===== src/rtl/compute_score_vec.sv =====
// rtl/compute_score_vec.sv - 5-stage anchor-pair chaining score pipeline (optional reject logic: COMPUTE_SCORE_REJECT_EN)
module compute_score_vec #(
  parameter int DW       = 32,
  parameter int TAGW     = 8,
  parameter int AVG_FRAC = 6
) (
  input  logic            clk,
  input  logic            reset,
  input  logic            in_valid,
  output logic            in_ready,
  input  logic [DW-1:0]   riX,
  input  logic [DW-1:0]   riY,
  input  logic [DW-1:0]   qiX,
  input  logic [DW-1:0]   qiY,
  input  logic [DW-1:0]   W,
  input  logic [DW-1:0]   W_avg,
  input  logic [DW-1:0]   max_dist,
  input  logic [TAGW-1:0] in_tag,
  output logic            out_valid,
  input  logic            out_ready,
  output logic [DW-1:0]   result,
  output logic            out_reject,
  output logic [TAGW-1:0] out_tag
);

  localparam int LW = $clog2(DW);
  localparam logic [DW-1:0] SMAX = {1'b0, {(DW-1){1'b1}}};
  localparam logic [DW-1:0] SMIN = {1'b1, {(DW-1){1'b0}}};

  function automatic logic [DW-1:0] abs_diff(input logic [DW-1:0] a, input logic [DW-1:0] b);
    return (a >= b) ? (a - b) : (b - a);
  endfunction

  // One global advance: the whole pipe moves or the whole pipe holds.
  logic w_adv;
  logic r5_valid;
  assign w_adv    = !r5_valid || out_ready;
  assign in_ready = w_adv;

  // ---------------- stage 1 ----------------
  logic            r1_valid;
  logic [DW-1:0]   r1_dr, r1_dq, r1_w, r1_wavg;
  logic [TAGW-1:0] r1_tag;
`ifdef COMPUTE_SCORE_REJECT_EN
  logic [DW-1:0]   r1_maxd;
`endif

  // Stage 1 register: anchor distances on reference and query axes.
  always_ff @(posedge clk) begin
    if (reset) begin
      r1_valid <= 1'b0;
      r1_dr    <= '0;
      r1_dq    <= '0;
      r1_w     <= '0;
      r1_wavg  <= '0;
      r1_tag   <= '0;
`ifdef COMPUTE_SCORE_REJECT_EN
      r1_maxd  <= '0;
`endif
    end else if (w_adv) begin
      r1_valid <= in_valid;
      r1_dr    <= abs_diff(riX, riY);
      r1_dq    <= abs_diff(qiX, qiY);
      r1_w     <= W;
      r1_wavg  <= W_avg;
      r1_tag   <= in_tag;
`ifdef COMPUTE_SCORE_REJECT_EN
      r1_maxd  <= max_dist;
`endif
    end
  end

  // ---------------- stage 2 ----------------
  logic [DW-1:0] w_dd, w_mn;
  logic          w_rej;
  assign w_dd = abs_diff(r1_dr, r1_dq);
  assign w_mn = (r1_dr < r1_dq) ? r1_dr : r1_dq;
`ifdef COMPUTE_SCORE_REJECT_EN
  assign w_rej = (r1_dr == '0) || (r1_dq == '0) || (r1_dr > r1_maxd) || (r1_dq > r1_maxd);
`else
  // Threshold input has no consumer when rejection is compiled out.
  logic w_unused_max_dist;
  assign w_unused_max_dist = ^max_dist;
  assign w_rej = 1'b0;
`endif

  logic            r2_valid, r2_rej;
  logic [DW-1:0]   r2_dd, r2_mn, r2_w, r2_wavg;
  logic [TAGW-1:0] r2_tag;

  // Stage 2 register: gap difference, shorter span and reject flag.
  always_ff @(posedge clk) begin
    if (reset) begin
      r2_valid <= 1'b0;
      r2_rej   <= 1'b0;
      r2_dd    <= '0;
      r2_mn    <= '0;
      r2_w     <= '0;
      r2_wavg  <= '0;
      r2_tag   <= '0;
    end else if (w_adv) begin
      r2_valid <= r1_valid;
      r2_rej   <= w_rej;
      r2_dd    <= w_dd;
      r2_mn    <= w_mn;
      r2_w     <= r1_w;
      r2_wavg  <= r1_wavg;
      r2_tag   <= r1_tag;
    end
  end

  // ---------------- stage 3 ----------------
  logic [DW-1:0]   w_a;
  logic [2*DW-1:0] w_p;
  logic [LW-1:0]   w_l;
  assign w_a = (r2_mn < r2_w) ? r2_mn : r2_w;
  assign w_p = (2*DW)'(r2_dd) * (2*DW)'(r2_wavg);

  // Index of the highest set bit of dd; stays 0 when dd is 0.
  always_comb begin
    w_l = '0;
    for (int i = 0; i < DW; i++) begin
      if (r2_dd[i]) w_l = LW'(i);
    end
  end

  logic            r3_valid, r3_rej, r3_ddz;
  logic [DW-1:0]   r3_a;
  logic [2*DW-1:0] r3_p;
  logic [LW-1:0]   r3_l;
  logic [TAGW-1:0] r3_tag;

  // Stage 3 register: capped match term, full-width gap product, log2 of gap.
  always_ff @(posedge clk) begin
    if (reset) begin
      r3_valid <= 1'b0;
      r3_rej   <= 1'b0;
      r3_ddz   <= 1'b0;
      r3_a     <= '0;
      r3_p     <= '0;
      r3_l     <= '0;
      r3_tag   <= '0;
    end else if (w_adv) begin
      r3_valid <= r2_valid;
      r3_rej   <= r2_rej;
      r3_ddz   <= (r2_dd == '0);
      r3_a     <= w_a;
      r3_p     <= w_p;
      r3_l     <= w_l;
      r3_tag   <= r2_tag;
    end
  end

  // ---------------- stage 4 ----------------
  // The shifted product is below 2^(2*DW-AVG_FRAC), so the sum cannot wrap.
  logic [2*DW-1:0] w_bsum;
  logic [DW-1:0]   w_b;
  assign w_bsum = (r3_p >> AVG_FRAC) + (2*DW)'(r3_l >> 1);
  assign w_b    = r3_ddz ? '0 :
                  (w_bsum > (2*DW)'(SMAX)) ? SMAX : w_bsum[DW-1:0];

  logic            r4_valid, r4_rej;
  logic [DW-1:0]   r4_a, r4_b;
  logic [TAGW-1:0] r4_tag;

  // Stage 4 register: saturated gap penalty.
  always_ff @(posedge clk) begin
    if (reset) begin
      r4_valid <= 1'b0;
      r4_rej   <= 1'b0;
      r4_a     <= '0;
      r4_b     <= '0;
      r4_tag   <= '0;
    end else if (w_adv) begin
      r4_valid <= r3_valid;
      r4_rej   <= r3_rej;
      r4_a     <= r3_a;
      r4_b     <= w_b;
      r4_tag   <= r3_tag;
    end
  end

  // ---------------- stage 5 ----------------
  // A is unsigned up to 2^DW-1, so the difference needs one extra bit before clamping.
  logic signed [DW:0] w_diff;
  logic [DW-1:0]      w_res;
  assign w_diff = $signed({1'b0, r4_a}) - $signed({1'b0, r4_b});
  assign w_res  = (w_diff > $signed({1'b0, SMAX})) ? SMAX :
                  (w_diff < $signed({1'b1, SMIN})) ? SMIN : w_diff[DW-1:0];

  logic            r5_rej;
  logic [DW-1:0]   r5_result;
  logic [TAGW-1:0] r5_tag;

  // Stage 5 register: signed saturated score presented on the output.
  always_ff @(posedge clk) begin
    if (reset) begin
      r5_valid  <= 1'b0;
      r5_rej    <= 1'b0;
      r5_result <= '0;
      r5_tag    <= '0;
    end else if (w_adv) begin
      r5_valid  <= r4_valid;
      r5_rej    <= r4_rej;
      r5_result <= w_res;
      r5_tag    <= r4_tag;
    end
  end

  assign out_valid  = r5_valid;
  assign result     = r5_result;
  assign out_reject = r5_rej;
  assign out_tag    = r5_tag;

endmodule


===== config.mk =====
export PLATFORM = sky130hd
export DESIGN_NAME = compute_score_vec
export DESIGN_NICKNAME = d
export VERILOG_FILES = /design/src/rtl/compute_score_vec.sv
export SDC_FILE = /design/constraint.sdc
export NUM_CORES = 2
export LEC_CHECK = 0
export ABC_AREA = 1
export BUFFER_PORTS_ARGS = -buffer_cell sky130_fd_sc_hd__buf_2
export CAP_MARGIN = 10
export CORE_MARGIN = 5
export CORE_UTILIZATION = 60
export CTS_BUF_LIST = sky130_fd_sc_hd__clkbuf_2
export DETAILED_ROUTE_END_ITERATION = 7
export PLACE_DENSITY = 0.86
export SETUP_SLACK_MARGIN = 0.2
export SLEW_MARGIN = 20
export SYNTH_ARGS = -nofsm -noshare
export SYNTH_HDL_FRONTEND = slang
export SYNTH_SLANG_ARGS = --single-unit
export TNS_END_PERCENT = 30

===== constraint.sdc =====
create_clock -name clk -period 18.5 [get_ports clk]
set_input_delay 3.7 -clock clk [delete_from_list [all_inputs] [get_ports clk]]
set_output_delay 3.7 -clock clk [all_outputs]
set_load 0.02 [all_outputs]

==> results.md <==
* Status: finished, final reports clean
* Final setup violating endpoints at 0
* Power density cells at 117 nW/µm²
* Starting Density at 0.604
* First-pass GRT wire length at 357000 µm
* Tightest Pin Transition at 1090 ps
* Max Cap Viol at 0
* Syn Area/Cell at 6.90 µm²
* R2r setup slk at 10300 ps
* Row cnt at about 130
* Synth unique cells at 58
* Syn Inst Count at just over 10000
* Crit path arrival time at 4680 ps
* Die span in x at ~350 µm
* Drt via density at 5.55
* Syn nets at 12000
* Largest net degree at the start of global routing at 180
* Die height at 354 µm
* IO buf count at 245
* Util after Layout at 0.628
* CP endpoint kind: primary output
* Share of post-route cells with drive strength above 1 at 0.0674
* Initial DRC count at 5434
* Crit share post-route at 0.453
* Final min period at 8380 ps
* Top cells by area, synth: fa_1 25%, dfxtp_1 14%, inv_1 13%
* Count of state elements after synthesis at 492
* CP Max Fanout at ~130
* Nets at between 10000 and 15000
* Count of cells resized by post-cts repair at 0
* Fill count at 10500
* Path depth of the worst reg2reg path at 26
* Initial antenna violation count at 4
* Seq/Total Area, Yosys at 0.138
* Vias in the first global route at about 70000
* Setup TNS at 0 ps
* Die ar. at 126000 µm²
* Fmax at 119 MHz
* Final Max Slew Viols at 0
* CP startpoint kind: primary input
* Final hold vios at 0
* H-tree depth at 4
* Tot GR Track Use at 0.356
* CTS buffer count at 130
* Power consumption at 0.00866 W
* TritonCTS clock tree: yes
* Grt total ovfl at 0
* RSZ-0062 raised after global routing: false
* GPL Wtd Cong at about 1.1
* Clock skew at 160 ps
* Wire per inst at 18.9 µm
* CTS Sinks at 492
* Peak supply drop at 0.116 mV
* Critical Path RT at ~15000 ps
* Clock Latency Late Sink at 1520 ps
* CTS max path bufs at 3
* Slew Limit Headroom at 0.274
* Yosys warns at 0
* Final HPWL DP at 180000 µm
* Detailed-route wire length at 224000 µm
* Vias post-DR at about 66000
* Final ANT Viol Nets at 0
* DRC errors left at 0
* Post CTS Setup Buffer Count at 0
* Hold WC Path Type: reg2reg
* Static Leak at 42.9 nW
* Cell Area, Synth at 71200 µm²
* I/O pin count at between 200 and 300
* Core region area at 118000 µm²
* Area share of the largest cell type after synthesis at 0.254
* Clock transition at path regs at 80 ps
* Clock Tree Root: clkbuf_2
* Leading area contributor after synthesis: fa_1
* Worst hold stages at 2
* Layout overhead on the synthesized area at 4.10%
* Hold_buf cts at 0
* Drt pass-1 iters at 6
* Critical path class: in2out
[layout make-up]
| cell class | instances | area, µm² | area share |
|---|---|---|---|
| Antenna cell | 7 | 17.5 | 0.000236 |
| Inverter | 2411 | 9060 | 0.122 |
| Sequential cell | 492 | 9860 | 0.133 |
| Tap cell | 1536 | 1920 | 0.0259 |
| Multi-Input combinational cell | 6887 | 50200 | 0.677 |
| Timing Repair Buffer | 329 | 1860 | 0.0252 |
| Clock buffer | 175 | 876 | 0.0118 |
| Clock inverter | 39 | 324 | 0.00437 |
[logic make-up after synthesis]
kind of cell	Yosys count	share of synthesized area
buffers and inverters	2932	0.157
flip-flops	492	0.138
multiplexers	1	0.000141
XOR/XNOR	222	0.0273
AO/OA/AOI/OAI	1460	0.116
other	1	0.0000527
AND/OR/NAND/NOR	3784	0.216
adder cells (fa/ha/maj)	1419	0.345
[registers in the layout (all words and copies together), names as in the netlist, 8 cells and up]
signal,flops
r4_tag,8
r4_b,32
result,32
r1_w,32
out_tag,8
r3_p,58
r4_a,32
r1_dq,32
r1_tag,8
r1_dr,32
r1_wavg,32
r2_dd,32
r2_w,32
r2_wavg,32
r2_tag,8
r3_tag,8
r2_mn,32
r3_a,32
[metrics by stage]
stage	worst slack (ps)	cells	area [µm²]	hold slack (ps)
finish	10120	11900	74100	470
global route	9970	11900	74100	497
CTS	10100	11900	74100	478
detailed placement	10100	11700	72900	463
global placement	10120	11700	72900	446
floorplan	10010	10300	71200	428
[layer usage]
metal,part of all wire,up-vias,track usage
li1,-,30800,-
met1,0.38,31500,0.429
met2,0.48,2870,0.613
met3,0.075,769,0.0585
met4,0.058,2,0.187
met5,0.000089,-,0
[worst max-delay path, cell delays in order]
cell	delay, ps
buf_2	120
nor2_4	60
inv_8	490
buf_2	290
[cells in the final DEF (no fill, tap or decap), types with 8 or more instances in the layout]
| master | synthesis | final |
|---|---|---|
| nand3b_1 | 12 | 12 |
| xnor2_1 | 45 | 45 |
| dfxtp_1 | 492 | 486 |
| fa_1 | 903 | 903 |
| a31oi_1 | 14 | 14 |
| a21oi_1 | 483 | 482 |
| or2_2 | 13 | 13 |
| o21ai_0 | 594 | 594 |
| nor3_1 | 47 | 47 |
| o21a_1 | 23 | 23 |
| o221ai_1 | 38 | 38 |
| a21o_1 | 53 | 53 |
| nand2_2 | 43 | 43 |
| xor2_1 | 177 | 177 |
| nand2_1 | 2307 | 2306 |
| a211oi_1 | 8 | 8 |
| clkbuf_2 | 14 | 175 |
| nor2_1 | 889 | 887 |
| a21oi_2 | 30 | 31 |
| o21bai_1 | 79 | 79 |
| buf_4 | 3 | 83 |
| nor2_2 | 17 | 17 |
| nand4_1 | 37 | 37 |
| o21ai_1 | 26 | 26 |
| ha_1 | 516 | 516 |
| nand3_1 | 350 | 350 |
| o211ai_1 | 87 | 87 |
| clkinv_1 | 3 | 19 |
| a21boi_0 | 15 | 15 |
| buf_2 | 37 | 245 |
| nor4_1 | 14 | 14 |
| inv_1 | 2401 | 2400 |
| nand3_2 | 34 | 34 |
[synth_stat cells (all sizes together)]
| cell type | number |
|---|---|
| clkbuf | 457 |
| nor4b | 1 |
| fa | 903 |
| a31o | 2 |
| a21oi | 513 |
| buf | 64 |
| xnor2 | 45 |
| xor2 | 177 |
| nor2 | 912 |
| o211ai | 87 |
| nand3b | 12 |
| nand2 | 2350 |
| clkinv | 3 |
| o21ai | 621 |
| nor3b | 1 |
| dfxtp | 492 |
| o21a | 23 |
| o21bai | 80 |
| a221oi | 2 |
| nand3 | 385 |
| inv | 2408 |
| a21boi | 15 |
| o311ai | 1 |
| and3 | 1 |
| nor4 | 14 |
| nor3 | 49 |
| and2 | 8 |
| a211oi | 8 |
| o2111ai | 1 |
| mux2i | 1 |
| ha | 516 |
| or2 | 14 |
| o221ai | 38 |
| a32oi | 1 |
| a21o | 53 |
| a31oi | 14 |
| o31ai | 1 |
| nand4 | 37 |
| conb | 1 |
[report_power, final]
part	internal [W]	switching (W)	total, W
clock	0.000300	0.000510	0.000810
combinational	0.00210	0.00427	0.00637
sequential	0.00125	0.000224	0.00148
total	0.00365	0.00500	0.00866
[final timing paths]
path | to | from
worst min-delay path | r4_a[0] | r4_a[0]
worst max register to register | r3_p[55] | r2_dd[20]
worst min register to register | r4_a[0] | r4_a[0]
worst max-delay path | in_ready | out_ready
No activity file was read; power rests on OpenSTA's default activity.
